--- src/rtl/tick_rate_controller.sv ---
// ----------------------------------------------------------------------------
// tick_rate_controller
//
// Programmable prescaler sequencer for the fabric clock. The block can be
// started and stopped, run continuously or for a fixed number of ticks, and
// accept a new divisor at any time. A divisor that arrives while running is
// held back and only takes effect at the next period boundary, so consumers
// never see a truncated or stretched period.
//
// Parameters
//   CNT_W        width of divisor and period counter
//   DEFAULT_DIV  divisor after reset (period = div+1 cycles)
//   MIN_DIV      smallest legal divisor; smaller requests are clamped up
//   BURST_W      width of burst length / tick counter
//
// Ports
//   clk_in     in   system clock, rising edge
//   rst        in   synchronous active-high reset
//   start      in   level, accepted in IDLE only
//   stop       in   level, accepted in RUN, wins over start
//   burst_len  in   ticks per run (0 = continuous), latched on start
//   cfg_valid  in   divisor update request
//   cfg_div    in   requested divisor
//   cfg_ready  out  combinational; update transfers on cfg_valid && cfg_ready
//   tick       out  one-cycle enable per period
//   clk_out    out  square wave toggling on every tick
//   busy       out  high while running
//   done       out  one-cycle pulse when a burst completes
//   cur_div    out  divisor currently in effect
// ----------------------------------------------------------------------------
module tick_rate_controller #(
   parameter int          CNT_W       = 32,
   parameter int unsigned DEFAULT_DIV = 25000000,
   parameter int unsigned MIN_DIV     = 1,
   parameter int          BURST_W     = 16
) (
   input  logic               clk_in,
   input  logic               rst,
   input  logic               start,
   input  logic               stop,
   input  logic [BURST_W-1:0] burst_len,
   input  logic               cfg_valid,
   input  logic [CNT_W-1:0]   cfg_div,
   output logic               cfg_ready,
   output logic               tick,
   output logic               clk_out,
   output logic               busy,
   output logic               done,
   output logic [CNT_W-1:0]   cur_div
);

   localparam logic [CNT_W-1:0] LP_MIN_DIV = CNT_W'(MIN_DIV);
   localparam logic [CNT_W-1:0] LP_RST_DIV = (DEFAULT_DIV > MIN_DIV) ? CNT_W'(DEFAULT_DIV)
                                                                      : CNT_W'(MIN_DIV);

   typedef enum logic {
      S_IDLE = 1'b0,
      S_RUN  = 1'b1
   } state_t;

   state_t             r_state, w_state_nxt;
   logic [CNT_W-1:0]   r_cnt, w_cnt_nxt;
   logic [BURST_W-1:0] r_tick_cnt, w_tick_cnt_nxt;
   logic [BURST_W-1:0] r_burst, w_burst_nxt;
   logic               r_tick, w_tick_nxt;
   logic               r_clk_out, w_clk_out_nxt;
   logic               r_busy, w_busy_nxt;
   logic               r_done, w_done_nxt;
   logic               r_pend_valid, w_pend_valid_nxt;
   logic [CNT_W-1:0]   r_pend_div, w_pend_div_nxt;
   logic [CNT_W-1:0]   r_cur_div, w_cur_div_nxt;

   logic               w_cfg_xfer;
   logic               w_wrap;
   logic               w_last;
   logic [BURST_W-1:0] w_tick_cnt_sat;

   function automatic logic [CNT_W-1:0] clamp_div(input logic [CNT_W-1:0] d);
      return (d < LP_MIN_DIV) ? LP_MIN_DIV : d;
   endfunction

   // Ready drops while a pending divisor waits, so a new request can never
   // collide with the application of the old one.
   assign cfg_ready  = !r_pend_valid && !rst;
   assign w_cfg_xfer = cfg_valid && cfg_ready;

   // Unsigned >= keeps the period bounded even if cur_div shrinks mid-count.
   assign w_wrap = (r_cnt >= r_cur_div);

   // Extra bit so tick_cnt+1 cannot alias to zero when comparing to burst.
   assign w_last = (r_burst != '0) &&
                   (({1'b0, r_tick_cnt} + (BURST_W+1)'(1)) == {1'b0, r_burst});

   assign w_tick_cnt_sat = (&r_tick_cnt) ? r_tick_cnt : r_tick_cnt + BURST_W'(1);

   always_comb begin
      w_state_nxt      = r_state;
      w_cnt_nxt        = r_cnt;
      w_tick_cnt_nxt   = r_tick_cnt;
      w_burst_nxt      = r_burst;
      w_tick_nxt       = 1'b0;
      w_clk_out_nxt    = r_clk_out;
      w_busy_nxt       = r_busy;
      w_done_nxt       = 1'b0;
      w_pend_valid_nxt = r_pend_valid;
      w_pend_div_nxt   = r_pend_div;
      w_cur_div_nxt    = r_cur_div;

      case (r_state)
         S_IDLE: begin
            w_cnt_nxt     = '0;
            w_clk_out_nxt = 1'b0;
            w_busy_nxt    = 1'b0;
            // A divisor captured on the burst-end edge lands here.
            if (r_pend_valid) begin
               w_cur_div_nxt    = r_pend_div;
               w_pend_valid_nxt = 1'b0;
            end else if (w_cfg_xfer) begin
               w_cur_div_nxt = clamp_div(cfg_div);
            end
            if (start && !stop) begin
               w_state_nxt    = S_RUN;
               w_tick_cnt_nxt = '0;
               w_burst_nxt    = burst_len;
               w_busy_nxt     = 1'b1;
            end
         end

         S_RUN: begin
            if (stop) begin
               // Stop suppresses any tick/done this edge would have produced.
               w_state_nxt   = S_IDLE;
               w_cnt_nxt     = '0;
               w_clk_out_nxt = 1'b0;
               w_busy_nxt    = 1'b0;
               if (r_pend_valid) begin
                  w_cur_div_nxt    = r_pend_div;
                  w_pend_valid_nxt = 1'b0;
               end else if (w_cfg_xfer) begin
                  w_cur_div_nxt = clamp_div(cfg_div);
               end
            end else if (w_wrap) begin
               w_cnt_nxt      = '0;
               w_tick_nxt     = 1'b1;
               w_tick_cnt_nxt = w_tick_cnt_sat;
               if (r_pend_valid) begin
                  w_cur_div_nxt    = r_pend_div;
                  w_pend_valid_nxt = 1'b0;
               end else if (w_cfg_xfer) begin
                  w_pend_div_nxt   = clamp_div(cfg_div);
                  w_pend_valid_nxt = 1'b1;
               end
               if (w_last) begin
                  w_done_nxt    = 1'b1;
                  w_state_nxt   = S_IDLE;
                  w_busy_nxt    = 1'b0;
                  w_clk_out_nxt = 1'b0;
               end else begin
                  w_clk_out_nxt = ~r_clk_out;
               end
            end else begin
               w_cnt_nxt = r_cnt + CNT_W'(1);
               if (w_cfg_xfer) begin
                  w_pend_div_nxt   = clamp_div(cfg_div);
                  w_pend_valid_nxt = 1'b1;
               end
            end
         end

         default: w_state_nxt = S_IDLE;
      endcase
   end

   always_ff @(posedge clk_in) begin
      if (rst) begin
         r_state      <= S_IDLE;
         r_cnt        <= '0;
         r_tick_cnt   <= '0;
         r_tick       <= 1'b0;
         r_clk_out    <= 1'b0;
         r_busy       <= 1'b0;
         r_done       <= 1'b0;
         r_pend_valid <= 1'b0;
         r_cur_div    <= LP_RST_DIV;
      end else begin
         r_state      <= w_state_nxt;
         r_cnt        <= w_cnt_nxt;
         r_tick_cnt   <= w_tick_cnt_nxt;
         r_tick       <= w_tick_nxt;
         r_clk_out    <= w_clk_out_nxt;
         r_busy       <= w_busy_nxt;
         r_done       <= w_done_nxt;
         r_pend_valid <= w_pend_valid_nxt;
         r_cur_div    <= w_cur_div_nxt;
      end
   end

   // Payload registers are only meaningful when qualified by state/pend_valid.
   always_ff @(posedge clk_in) begin
      r_burst    <= w_burst_nxt;
      r_pend_div <= w_pend_div_nxt;
   end

   assign tick    = r_tick;
   assign clk_out = r_clk_out;
   assign busy    = r_busy;
   assign done    = r_done;
   assign cur_div = r_cur_div;

endmodule
--- config.mk ---
export PLATFORM = sky130hd
export DESIGN_NAME = tick_rate_controller
export DESIGN_NICKNAME = d
export VERILOG_FILES = /design/src/rtl/tick_rate_controller.sv
export SDC_FILE = /design/constraint.sdc
export NUM_CORES = 1
export LEC_CHECK = 0
export BUFFER_PORTS_ARGS = -buffer_cell sky130_fd_sc_hd__buf_2
export CAP_MARGIN = 15
export CORE_MARGIN = 10
export CORE_UTILIZATION = 31
export DETAILED_ROUTE_END_ITERATION = 16
export PLACE_DENSITY_LB_ADDON = 0.08
export SYNTH_ARGS = -nofsm -noshare
export SYNTH_HDL_FRONTEND = slang
export SYNTH_SLANG_ARGS = --single-unit
--- constraint.sdc ---
create_clock -name clk_in -period 4.3 [get_ports clk_in]
set_input_delay 0.86 -clock clk_in [delete_from_list [all_inputs] [get_ports clk_in]]
set_output_delay 0.86 -clock clk_in [all_outputs]
set_load 0.02 [all_outputs]
# Yosys cells after proc, flatten, opt, wreduce, memory -nomap -nowiden
# Index checks and enable logic that the tools add are counted.
[word_totals] regBits=134 wordCells=85
[op_classes] n_addsub=3 n_lt_le_gt_ge=2 eq_ne=10 n_mux=39 bitwise=4 n_reduce_logical=16
[ops] cell="two-way mux 32 bit" n=11
[ops] cell="one-hot mux 32 bit (2 select lines)" n=2
[ops] cell="two-way mux 16 bit" n=4
[ops] cell="adder 32 x 1 -> 32 bit (second input constant)" n=1
[ops] cell=">= comparator 32 bit" n=1
[ops] cell="< comparator 32 x 1 -> 1 bit (second input constant)" n=1
[ops] cell="one-hot mux 16 bit (2 select lines)" n=1
[ops] cell="adder 16 x 1 -> 17 bit (second input constant)" n=1
[ops] cell="== test 17 x 16 -> 1 bit" n=1
[ops] cell="two-way mux 1 bit" n=17
[ops] cell="adder 16 x 1 -> 16 bit (second input constant)" n=1
[ops] cell="AND reduction 16 bit" n=1
[ops] cell="nonzero test 16 bit" n=1
[ops] cell="inequality test 3 x 2 -> 1 bit (second input constant)" n=3
[ops] cell="inequality test 2 bit (second input constant)" n=4
[ops] cell="one-hot mux 1 bit (2 select lines)" n=4
[ops] cell="AND reduction 2 bit" n=3
[ops] cell="logical AND 1 bit" n=4
[ops] cell="inequality test 4 x 2 -> 1 bit (second input constant)" n=1
[ops] cell="inverter 1 bit" n=4
[ops] cell="AND reduction 4 bit" n=1
[ops] cell="OR reduction 4 bit" n=1
[ops] cell="logical NOT 1 bit" n=3
[ops] cell="AND reduction 3 bit" n=1
[ops] cell="2 further kinds" n=2

# Depth between registers and ports, before layout
# Gate-level depths: netlist of the first run.
[logic_depth] word_depth=8 mapped_depth=12

# Worst setup path before layout of the first run
# Ideal clock, no wire load.
[synth_path] kind="input to register" start="input port stop" end="register r_pend_div[0] (enable)" arrival_ns=3.520 required_time_ns=3.837 slack_ns=0.317 cell_stages=3 path_buffers=1 cell_sequence="nand2b_1 -> clkbuf_1 -> nor3_1"
[synth_between] elab_chain_cells=2
[synth_lines] element="from (decl)" line="40" source="input logic stop,"
[synth_lines] element="inverter 1 bit (no source line)"
[synth_lines] element="AND reduction 3 bit (no source line)"
[synth_lines] element="to (signal assigned)" line="201" source="r_pend_div <= w_pend_div_nxt;"
[synth_lines] element="to (decl)" line="70" source="logic [CNT_W-1:0] r_pend_div, w_pend_div_nxt;"
# Every way passes these cells.
# A chain may end at the register's enable or synchronous reset.

# Final worst setup path of the first run
[layout_path] start="register r_cur_div[5] (netlist: cur_div[5])" end="register r_tick_cnt[12]"
[layout_between] elab_chain_cells=3
[layout_lines] element="from (decl)" line="71" source="logic [CNT_W-1:0] r_cur_div, w_cur_div_nxt;"
[layout_lines] element="from (signal assigned)" line="194" source="r_cur_div <= w_cur_div_nxt;"
[layout_lines] element=">= comparator 32 bit" line="88" source="assign w_wrap = (r_cnt >= r_cur_div);"
[layout_lines] element="inequality test 2 x 1 -> 1 bit (no source line)"
[layout_lines] element="AND reduction 4 bit (no source line)"
[layout_lines] element="to (signal assigned)" line="188" source="r_tick_cnt <= w_tick_cnt_nxt;"
[layout_lines] element="to (decl)" line="63" source="logic [BURST_W-1:0] r_tick_cnt, w_tick_cnt_nxt;"
# Every way passes these cells.

==> out/metrics.cfg, run 1 <==
[timing]
rsz0062_at_grt = no
finalHoldViolations = 0
relSlewSlack = 0.375
tightest_slew_ns = 0.936
drv_slew = 0
fin_ws_ns = 1.18
fin_setup_tns_ns = 0
finalSetupViolCount = 0
fin_crit_sh = 0.725
fin_skew_ns = 0.00940
period_minus_slack_ns = 3.12
max_freq_mhz = 321

[synth]
synthXorXnorAreaFrac = 0.0676
synthMuxAreaShare = 0.00146
avgSynthCellArea_sq_um = 9.55
synth-compound-area-share = 0.182
synthSimpleGateAreaFrac = 0.161
ys_seq_elements = 134
syn_inst = 719
synth_top_family_by_area = compound AO/OA/AOI/OAI gates
yosysWarnings = 0
synth_fp_nets = 806
synth_seq_area_share = 0.461
synthFlopType = dfxtp_1
synth-edff-count = 48
postSynth.asyncResetShare = 0
yosys.cell_types.count = 60
syn-cell-area_sq_mm = 0.00687
synthAdderAreaFrac = 0.0620

[global_route]
use_met1 = 0.177
met2_usage = 0.220
grt_pass1_wl_um = 31700
grt.busiest_layer = met2
grt_pass1_vias = 5680
antenna_found_initial = 0
grt.met3_usage = 0.0366
grt.total_usage = 0.139
grt-ovfl-total = 0
grt_start_max_net_pins = 34

[critical_path]
r2r-end = r_tick_cnt[12]
arrival_ns = 3.39
worst-setup-path-type = flop to flop
reg2reg_from = cur_div[5]
end_kind = flop
cp.required_ns = 4.57
worstSetupStartpoint = cur_div[5]
startpoint_type = flop
rr_worst_depth = 10
critPathMaxFanout = 17
rrSetupSlack_ns = 1.18

[routing]
wl_per_cell_um = 18.6
ant_nets = 0
routed_wirelength_um = 19800
first_iter_violations = 451
viasPerCell = 5.23
firstDrtPassIters = 5
drcViolationCount = 0
num_vias = 5563

[run]
maxCapViolations = 0

[cts]
cts_repair_resize_count = 0
h-tree-depth = 4
cts-buffers-inserted = 17
post_cts_buffers = 0
clk_latency_ns = 0.43
holdBufCountCts = 0
cts.root.buffer_cell = clkbuf_16
clock-sinks = 134
cts_tree = built
clockBufferDepth = 2
cts.clk_slew.worst_paths_ns = 0.06

[worst_hold_path]
worstHoldStart = r_cnt[0]
holdPathEnd = r_cnt[0]
hold_class = flop to flop
min_path_cells = 1

[die]
io_pins = 90
start_util = 0.315
die-width_um = 169
placementRows = 54
design.die.area_sq_mm = 0.0285
core_sq_mm = 0.0218
die_h_um = 169

[finish]
drive_above_1_share = 0.205
final_nets = 858
areaGrowthSynthToFinish_pct = 17.6
diodes = 0

[placement]
dp_slack_ns = 1.04
place_hpwl_um = 14600
portBuffers = 89
place_congestion = 0.829

[power_and_ir_drop]
power.leakage_nw = 3.05
power.total_w = 0.00304
ir_worst_vdd_mv = 0.245
power_density_mw_per_mm2 = 377

[outcome]
status = completed

-- registers in the layout (all words and copies together), names as in the netlist --
signal and flops:
r_burst 16, tick 1, r_pend_valid 1, done 1, busy 1, clk_out 1
r_state 1, cur_div 32, r_tick_cnt 16, r_pend_div 32, r_cnt 32
-- cell usage after synthesis (5+ instances only) --
master,instances,share of area
a211oi_1,7,0.0077
a21o_1,7,0.0077
a21oi_1,38,0.028
a221o_1,15,0.022
a22oi_1,12,0.013
and2_1,5,0.0046
and3_1,6,0.0055
and4_1,5,0.0064
buf_2,6,0.0044
clkbuf_1,59,0.032
dfxtp_1,86,0.25
edfxtp_1,48,0.21
ha_1,34,0.062
inv_1,48,0.026
nand2_1,34,0.019
nand3_1,20,0.015
nand4_1,21,0.019
nor2_1,63,0.034
nor3_1,8,0.0058
nor4_1,18,0.016
o21ai_0,21,0.015
o221a_2,19,0.031
o221ai_1,5,0.0064
o22ai_1,19,0.017
or3_1,5,0.0046
or4_1,5,0.0055
xnor2_1,28,0.036
xor2_1,25,0.032
-- cells in the final DEF, fill, tap and decap left out, types with 6 or more instances in the layout --
cell type / instances
a21o_1: 7
and3_1: 6
a22oi_1: 12
nand3_1: 20
clkbuf_1: 6
dfxtp_1: 86
edfxtp_1: 48
o22ai_1: 19
nand4_1: 21
nor2_1: 63
a211oi_1: 7
clkbuf_16: 18
xnor2_1: 28
o221a_2: 19
a21oi_1: 37
nor3_1: 7
xor2_1: 25
nand2_1: 34
a221o_1: 15
buf_4: 10
buf_2: 89
inv_1: 48
o21ai_0: 21
nor4_1: 18
ha_1: 34
-- critical path: stages, from the launching register on --
cell	delay (ns)
dfxtp_1	0.36
inv_1	0.06
ha_1	0.29
nand2_1	0.06
nor3_1	0.18
a21oi_1	0.15
or4_1	0.54
a41o_1	0.29
buf_4	0.23
o21ai_0	0.56
o221ai_1	0.24
-- layer usage --
metal	share of wire	routed length (um)	vias up
li1	-	-	2736
met1	0.47	9200	2653
met2	0.47	9190	152
met3	0.050	984	22
met4	0.019	374	0
met5	0	0	-
-- kinds of logic (layout without fill, tap and decap cells) --
| logic type | count (synthesis) | after routing |
|---|---|---|
| AOI/OAI and AO/OA | 170 | 170 |
| muxes | 1 | 1 |
| adders and majority gates | 34 | 34 |
| and+or+nand+nor | 211 | 211 |
| buffers and inverters | 116 | 181 |
| DFF | 134 | 134 |
| xor gates and xnor gates | 53 | 53 |
-- cell type report --
type / instances / area (sq um)
inverters: 48 / 180
fillers: 2203 / 13800
well taps: 280 / 350
flip-flops and latches: 134 / 3160
clock inverters: 5 / 48.8
clock buffers: 27 / 514
repair buffers: 101 / 552
multi-input cells: 469 / 3260
-- worst max-delay path by stage --
stage	cells after the start	slack (ns)	end
after floorplan	3	0.32	r_pend_div[0]
after global placement	9	1.12	cur_div[6]
after detailed placement	9	1.04	cur_div[13]
after CTS	9	1.01	cur_div[13]
after global routing	10	1.02	r_tick_cnt[12]
final	10	1.18	r_tick_cnt[12]
-- stage by stage --
| step | instances | area, sq um | utilization | hold WS (ns) |
|---|---|---|---|---|
| 2_1_floorplan | 719 | 6870 | - | 0.437 |
| 3_3_place_gp | 1031 | 7500 | 0.344 | 0.465 |
| 3_5_place_dp | 1031 | 7500 | 0.344 | 0.467 |
| 4_1_cts | 1063 | 8060 | 0.369 | 0.482 |
| 5_1_grt | 1064 | 8070 | 0.370 | 0.506 |
| 6_report | 1064 | 8070 | 0.370 | 0.481 |
-- power by group --
group,switching [W],internal [W]
clock network,0.000542,0.000872
registers,0.0000303,0.00135
logic,0.000151,0.0000971
(Power assumes the default switching activity.)
==> run 2: changes to the inputs <==
--- a/config.mk
+++ b/config.mk
@@ -5,6 +5,7 @@
 export SDC_FILE = /design/constraint.sdc
 export NUM_CORES = 1
 export LEC_CHECK = 0
+export ABC_AREA = 1
 export BUFFER_PORTS_ARGS = -buffer_cell sky130_fd_sc_hd__buf_2
 export CAP_MARGIN = 15
 export CORE_MARGIN = 10
==> constraint.sdc (replaced) <==
create_clock -name clk_in -period 2.5 [get_ports clk_in]
set_input_delay 0.5 -clock clk_in [delete_from_list [all_inputs] [get_ports clk_in]]
set_output_delay 0.5 -clock clk_in [all_outputs]
set_load 0.02 [all_outputs]
==> run 2 against run 1 <==
Clock skew up 0.0046 ns. Register-to-register slack worse by 0.97 ns. Critical endpoint is now cur_div[15]. Sequential share of layout area decreased by 3.7 points. Critical path depth grew 5. Clock power up 79%. Final cell count up 28%. Core utilization increased by 1.0 points. Final area rose by 11%. Area after synthesis rose by 7.8%.
==> out/metrics.cfg, run 2 <==
[critical_path]
cp_common_cell = nand2_1
cp_top_family = simple AND/OR/NAND/NOR gates
path_buf_inv = 4  ; +2
r2r-end = cur_div[15]
reg2reg_from = cur_div[9]
critPathMaxFanout = 20  ; +3
cpMaxStageDelayCell = dfxtp_1
rr_worst_depth = 15  ; +5
end_kind = flop
cp_cell_sequence = inv_1, ha_1, nand2_1, inv_1, o21ai_0, nand2_1, a21oi_1, nand2_1, nand2_1, nand4_2, nand2_2, inv_1, buf_12, o21ai_0, nor2_1
cp.required_ns = 2.81  ; -1.76 ns
arrival_ns = 2.60  ; -0.79 ns
rrSetupSlack_ns = 0.22  ; -0.97 ns
startpoint_type = flop
worst-setup-path-type = flop to flop
critPathMaxStageDelay_ns = 0.36  ; -0.20 ns

[cts]
clk_latency_ns = 0.43  ; about the same
holdBufCountCts = 0  ; unchanged
clockBufferDepth = 2  ; unchanged
cts.root.buffer_cell = clkbuf_16
cts.clk_slew.worst_paths_ns = 0.07  ; about the same
cts_tree = built
post_cts_buffers = 0  ; unchanged
cts_repair_resize_count = 0  ; unchanged
clock-sinks = 134  ; unchanged
h-tree-depth = 4  ; unchanged
cts-buffers-inserted = 17  ; unchanged

[worst_hold_path]
hold_class = primary input to flop
holdPathEnd = r_burst[5]
worstHoldStart = burst_len[5]
min_path_cells = 1  ; unchanged

[finish]
utilization = 0.380  ; +0.0102
drive_above_1_share = 0.205  ; about the same
mostFrequentLayoutCells = nand2_1 (204), inv_1 (102), buf_2 (89), nor2_1 (88), dfxtp_1 (86)
diodes = 0  ; unchanged
final_nets = 1121  ; +31%
areaGrowthSynthToFinish_pct = 20.6
final_common_cell = nand2_1
finish.cell_count_without_fillers = 1366  ; +28%

[routing]
viasPerCell = 4.63  ; -11%
drcViolationCount = 0  ; unchanged
num_vias = 6329  ; +14%
firstDrtPassIters = 5  ; unchanged
wl_per_cell_um = 15.1  ; -19%
routed_wirelength_um = 20600  ; +4.5%
first_iter_violations = 323  ; -28%
ant_nets = 0  ; unchanged

[power_and_ir_drop]
power.leakage_nw = 3.67  ; +20%
power_density_mw_per_mm2 = 623  ; +65%
ir_worst_vdd_mv = 0.295  ; +20%

[die]
start_util = 0.315  ; +0.000606
core_sq_mm = 0.0235  ; +7.6%
die_h_um = 174  ; +3.4%
die-width_um = 174  ; +3.4%
design.die.area_sq_mm = 0.0304  ; +6.8%
io_pins = 90  ; unchanged
placementRows = 56  ; +3.7%

[synth]
syn-cell-area_sq_mm = 0.00740  ; +7.8%
yosys-top-cells-area = dfxtp_1 (23%), edfxtp_1 (19%), nand2_1 (10%)
avgSynthCellArea_sq_um = 7.71  ; -19%
synth.most_common_cell = nand2_1
postSynth.asyncResetShare = 0  ; unchanged
synth_top_area_share = 0.233  ; -0.0181
ys_seq_elements = 134  ; unchanged
yosysWarnings = 0  ; unchanged
yosys.area.top_type = dfxtp_1
yosys.cell_types.count = 43  ; -28%
synth-edff-count = 48  ; unchanged
synth_seq_area_share = 0.428  ; -0.0332
yosys-top-cells-count = nand2_1 (204), inv_1 (102), nor2_1 (92), dfxtp_1 (86), a21oi_1 (57)
synthFlopType = dfxtp_1
syn_inst = 959  ; +33%
synth_fp_nets = 1046  ; +30%

[timing]
relSlewSlack = 0.655  ; +0.280
finalHoldViolations = 0  ; unchanged
tightest_slew_ns = 0.517  ; -0.419 ns
fin_ws_ns = 0.216  ; -0.966 ns
period_minus_slack_ns = 2.28  ; -0.834 ns
fin_skew_ns = 0.0140  ; +0.00461 ns
max_freq_mhz = 438  ; +36%
drv_slew = 0  ; unchanged
rsz0062_at_grt = yes
fin_crit_sh = 0.914  ; +0.189
finalSetupViolCount = 0  ; unchanged

[global_route]
grt_start_max_net_pins = 45  ; +32%
grt_pass1_wl_um = 34000  ; +7.3%
grt-ovfl-total = 0  ; unchanged
grt_pass1_vias = 6299  ; +11%
antenna_found_initial = 1  ; +1
grt.total_usage = 0.139  ; -0.000600

[placement]
place_hpwl_um = 15300  ; +5.3%
portBuffers = 89  ; unchanged
place_congestion = 0.775  ; -6.5%
placedCellCount = 1334  ; +29%
dp_slack_ns = 0.102  ; -0.933 ns

[outcome]
status = completed

[run]
maxCapViolations = 0  ; unchanged

-- run 2: worst reg2reg max path, delay by kind of cell, from the launching register on --
kind,cells,cell delay [ns]
AND/OR/NAND/NOR,7,0.69
AO/OA/AOI/OAI,3,0.46
adder cells (fa/ha/maj),1,0.31
flip-flops,1,0.36
buffers and inverters,4,0.35
-- run 2: worst max-delay path by stage --
stage | from | end | slack (ns) | cells past startpoint
finish | cur_div[9] | cur_div[15] | 0.22 | 15
global route | cur_div[23] | cur_div[30] | -0.02 | 13
CTS | cur_div[23] | r_tick_cnt[10] | 0.08 | 13
detailed placement | cur_div[23] | r_tick_cnt[10] | 0.10 | 13
global placement | cur_div[23] | r_tick_cnt[9] | 0.13 | 13
floorplan | rst | r_pend_div[0] | 0.19 | 3
-- run 2: kinds of logic after synthesis --
logic type,Yosys count,synth area share
adders and majority gates,34,0.0575
and+or+nand+nor,453,0.284
buffers and inverters,172,0.0913
DFF,134,0.428
xor gates and xnor gates,16,0.0208
AOI/OAI and AO/OA,150,0.118
-- run 2: cell type report --
class / count / area (sq um)
tap: 319 / 399
multi-input combinational: 653 / 3590
inverter: 107 / 402
fill: 2471 / 14600
timing repair buffer: 121 / 786
sequential: 134 / 3160
clock inverter: 15 / 158
clock buffer: 17 / 425
-- run 2: per-stage QoR --
stage          TNS, ns  instance area [sq um]  total power [W]  hold slack, ns
3_3_place_gp         0                   8320          0.00309           0.465
6_report             0                   8920          0.00556           0.249
3_5_place_dp         0                   8320          0.00309           0.474
5_1_grt        -0.0803                   8920          0.00584           0.220
4_1_cts              0                   8910          0.00566           0.228
2_1_floorplan        0                   7400          0.00283           0.440
-- run 2: report_power, final --
group / internal, W / leakage (nW) / total, W / switching (W)
clock: 0.00141 / 0.276 / 0.00253 / 0.00111
combinational: 0.000240 / 2.26 / 0.000638 / 0.000398
sequential: 0.00234 / 1.14 / 0.00239 / 0.0000559
total: 0.00399 / 3.67 / 0.00556 / 0.00157
-- run 2: layer usage --
layer  part of all wire  vias up  global-route usage
li1                   -     3336                   -
met1               0.48     2875               0.178
met2               0.47      103               0.227
met3              0.038       15              0.0295
met4              0.013        0              0.0452
met5                  0        -                   0
==> run 3: changes to the inputs <==
--- a/config.mk
+++ b/config.mk
@@ -8,6 +8,7 @@
 export ABC_AREA = 1
 export BUFFER_PORTS_ARGS = -buffer_cell sky130_fd_sc_hd__buf_2
 export CAP_MARGIN = 15
+export CORE_ASPECT_RATIO = 1.75
 export CORE_MARGIN = 10
 export CORE_UTILIZATION = 31
 export DETAILED_ROUTE_END_ITERATION = 16
==> run 3 against run 2 <==
First-iteration DRC count decreased by 3.1%. Die area increased by 0.80%. Core utilization increased by 0.39 points. Clock power increased by 3%. Sequential share of layout area decreased by 0.27 points. Fmax decreased by 0.36%. Final area increased by 0.81%. Largest cell class unchanged. Largest power group unchanged.
==> out/metrics.cfg, run 3 (synthesized netlist as in run 2, its figures left out) <==
[power_and_ir_drop]
power.leakage_nw = 3.72  ; +1.4%
p_sw_w = 0.00150  ; -4.7%
internal_power_w = 0.00417  ; +4.4%
power_density_mw_per_mm2 = 629  ; +1.0%
p_clk_frac = 0.460  ; +0.005
seqPwrFrac = 0.424  ; -0.006
ir_worst_vdd_mv = 0.416  ; +41%
swShare = 0.264  ; -0.0181
p_comb_frac = 0.116  ; about the same

[cts]
cts_tree = built
clk_latency_ns = 0.44  ; about the same
post_cts_buffers = 0  ; unchanged
clock-sinks = 134  ; unchanged
cts.root.buffer_cell = clkbuf_16
cts.clk_slew.worst_paths_ns = 0.06  ; about the same
holdBufCountCts = 0  ; unchanged
clockBufferDepth = 2  ; unchanged
h-tree-depth = 4  ; unchanged
cts-buffers-inserted = 17  ; unchanged

[routing]
routed_wirelength_um = 24300  ; +18%
wl_per_cell_um = 17.9  ; +18%
ant_nets = 0  ; unchanged
viasPerCell = 4.82  ; +4.0%
firstDrtPassIters = 4  ; -1
drcViolationCount = 0  ; unchanged
num_vias = 6553  ; +3.5%
first_iter_violations = 313  ; -3.1%

[placement]
portBuffers = 89  ; unchanged
dp_slack_ns = -0.0476  ; -0.150 ns
placedCellCount = 1328  ; -0.45%
place_congestion = 0.859  ; +11%
place_hpwl_um = 18900  ; +23%

[timing]
fin_ws_ns = 0.208  ; -0.00816 ns
period_minus_slack_ns = 2.29  ; +0.00816 ns
drv_slew = 0  ; unchanged
fin_setup_tns_ns = 0  ; unchanged
finalHoldViolations = 0  ; unchanged
max_freq_mhz = 436  ; -0.36%
relSlewSlack = 0.622  ; -0.0332
finalSetupViolCount = 0  ; unchanged
tightest_slew_ns = 0.566  ; +0.0489 ns
fin_skew_ns = 0.0123  ; -0.00176 ns
rsz0062_at_grt = yes
fin_crit_sh = 0.917  ; +0.00326

[critical_path]
end_kind = flop
r2r-end = r_tick_cnt[14]
cp.required_ns = 2.87  ; +0.06 ns
arrival_ns = 2.66  ; +0.06 ns
rr_worst_depth = 13  ; -2
reg2reg_from = cur_div[22]
rrSetupSlack_ns = 0.21  ; about the same
worst-setup-path-type = flop to flop
critPathMaxFanout = 16  ; -20%
startpoint_type = flop
crit_end = r_tick_cnt[14]
worstSetupStartpoint = cur_div[22]

[finish]
finish.cell_count_without_fillers = 1360  ; -0.44%
fill_cells = 2480  ; +0.36%
multi_input_area_sq_mm = 0.00361  ; +0.63%
diodes = 0  ; unchanged
seq_area_sq_mm = 0.00316  ; about the same
mostFrequentLayoutCells = nand2_1 (204), inv_1 (102), nor2_1 (89), buf_2 (89), dfxtp_1 (85)
final_common_cell = nand2_1
areaGrowthSynthToFinish_pct = 21.6
final_nets = 1130  ; +0.80%
drive_above_1_share = 0.212  ; +0.00677

[global_route]
grt-ovfl-total = 0  ; unchanged
grt_start_max_net_pins = 64  ; +42%
grt_pass1_vias = 6555  ; +4.1%
antenna_found_initial = 0  ; -1
grt.total_usage = 0.161  ; +0.0225
grt_pass1_wl_um = 36900  ; +8.5%

[die]
core_sq_mm = 0.0234  ; -0.20%
design.die.area_sq_mm = 0.0307  ; +0.80%
io_pins = 90  ; unchanged
die-width_um = 137  ; -22%
start_util = 0.316  ; +0.000640
placementRows = 74  ; +32%
die_h_um = 224  ; +29%

[worst_hold_path]
hold_class = primary input to flop

[outcome]
status = completed

[run]
maxCapViolations = 0  ; unchanged

==> run 3: cell types whose count changed in the layout (fill, tap and decap cells not counted), moves of 3 or more <==
| cell | before | now |
|---|---|---|
| inv_8 | 4 | 0 |
| clkinv_2 | 0 | 3 |
| inv_6 | 6 | 1 |
| buf_4 | 24 | 33 |
==> run 3: critical path, stage by stage, from the launching register on <==
cell     delay (ns)
dfxtp_1        0.38
inv_1          0.08
ha_1           0.28
nand2_1        0.06
nor2_1         0.16
nand4_1        0.16
nor2_2         0.15
nand4_1        0.20
nand3_2        0.16
nand2_1        0.08
inv_2          0.09
buf_6          0.19
nand3_1        0.09
a21oi_1        0.15
==> run 3: worst min-delay path by stage <==
stage                              from          end  slack (ns)  cells past startpoint
final                      burst_len[9]   r_burst[9]        0.24                      1
after global routing      burst_len[13]  r_burst[13]        0.22                      1
after CTS                  burst_len[9]   r_burst[9]        0.21                      1
after detailed placement       r_cnt[0]     r_cnt[0]        0.47                      1
after global placement         r_cnt[0]     r_cnt[0]        0.46                      1
after floorplan                r_cnt[0]     r_cnt[0]        0.44                      1
==> run 3: layout make-up <==
class | count | share of cell area
clock inverters | 12 | 0.0171
repair buffers | 130 | 0.0929
inverters | 107 | 0.0447
multi-input cells | 653 | 0.402
clock buffers | 20 | 0.0497
flip-flops and latches | 134 | 0.352
well taps | 304 | 0.0423
==> run 3: through the flow <==
stage                     hold WS [ns]  power (W)  utilization  area [sq um]
after global placement           0.457    0.00311        0.356          8350
after global routing             0.217    0.00590        0.384          8990
after floorplan                  0.440    0.00283            -          7400
final                            0.235    0.00566        0.384          8990
after detailed placement         0.474    0.00311        0.356          8350
after CTS                        0.211    0.00575        0.382          8950
==> run 3: what timing repair did <==
| action | in CTS | in global routing |
|---|---|---|
| cloned | 0 | 0 |
| pin swaps | 0 | 2 |
| gates resized for setup | 1 | 12 |
| endpoints found under the setup margin | 1 | 34 |
==> run 3: power groups by stage <==
stage               sequential [W]  combinational, W  clock, W
global placement           0.00245          0.000665         0
finish                     0.00240          0.000657   0.00260
global route               0.00241          0.000736   0.00275
floorplan                  0.00250          0.000336         0
CTS                        0.00240          0.000670   0.00268
detailed placement         0.00245          0.000666         0
==> run 3: routing by layer <==
metal,part of all wire,vias up,GRT usage
met5,0,-,0
met4,0.041,0,0.0802
met3,0.042,43,0.0397
met2,0.58,127,0.317
met1,0.34,3035,0.145
li1,-,3348,-
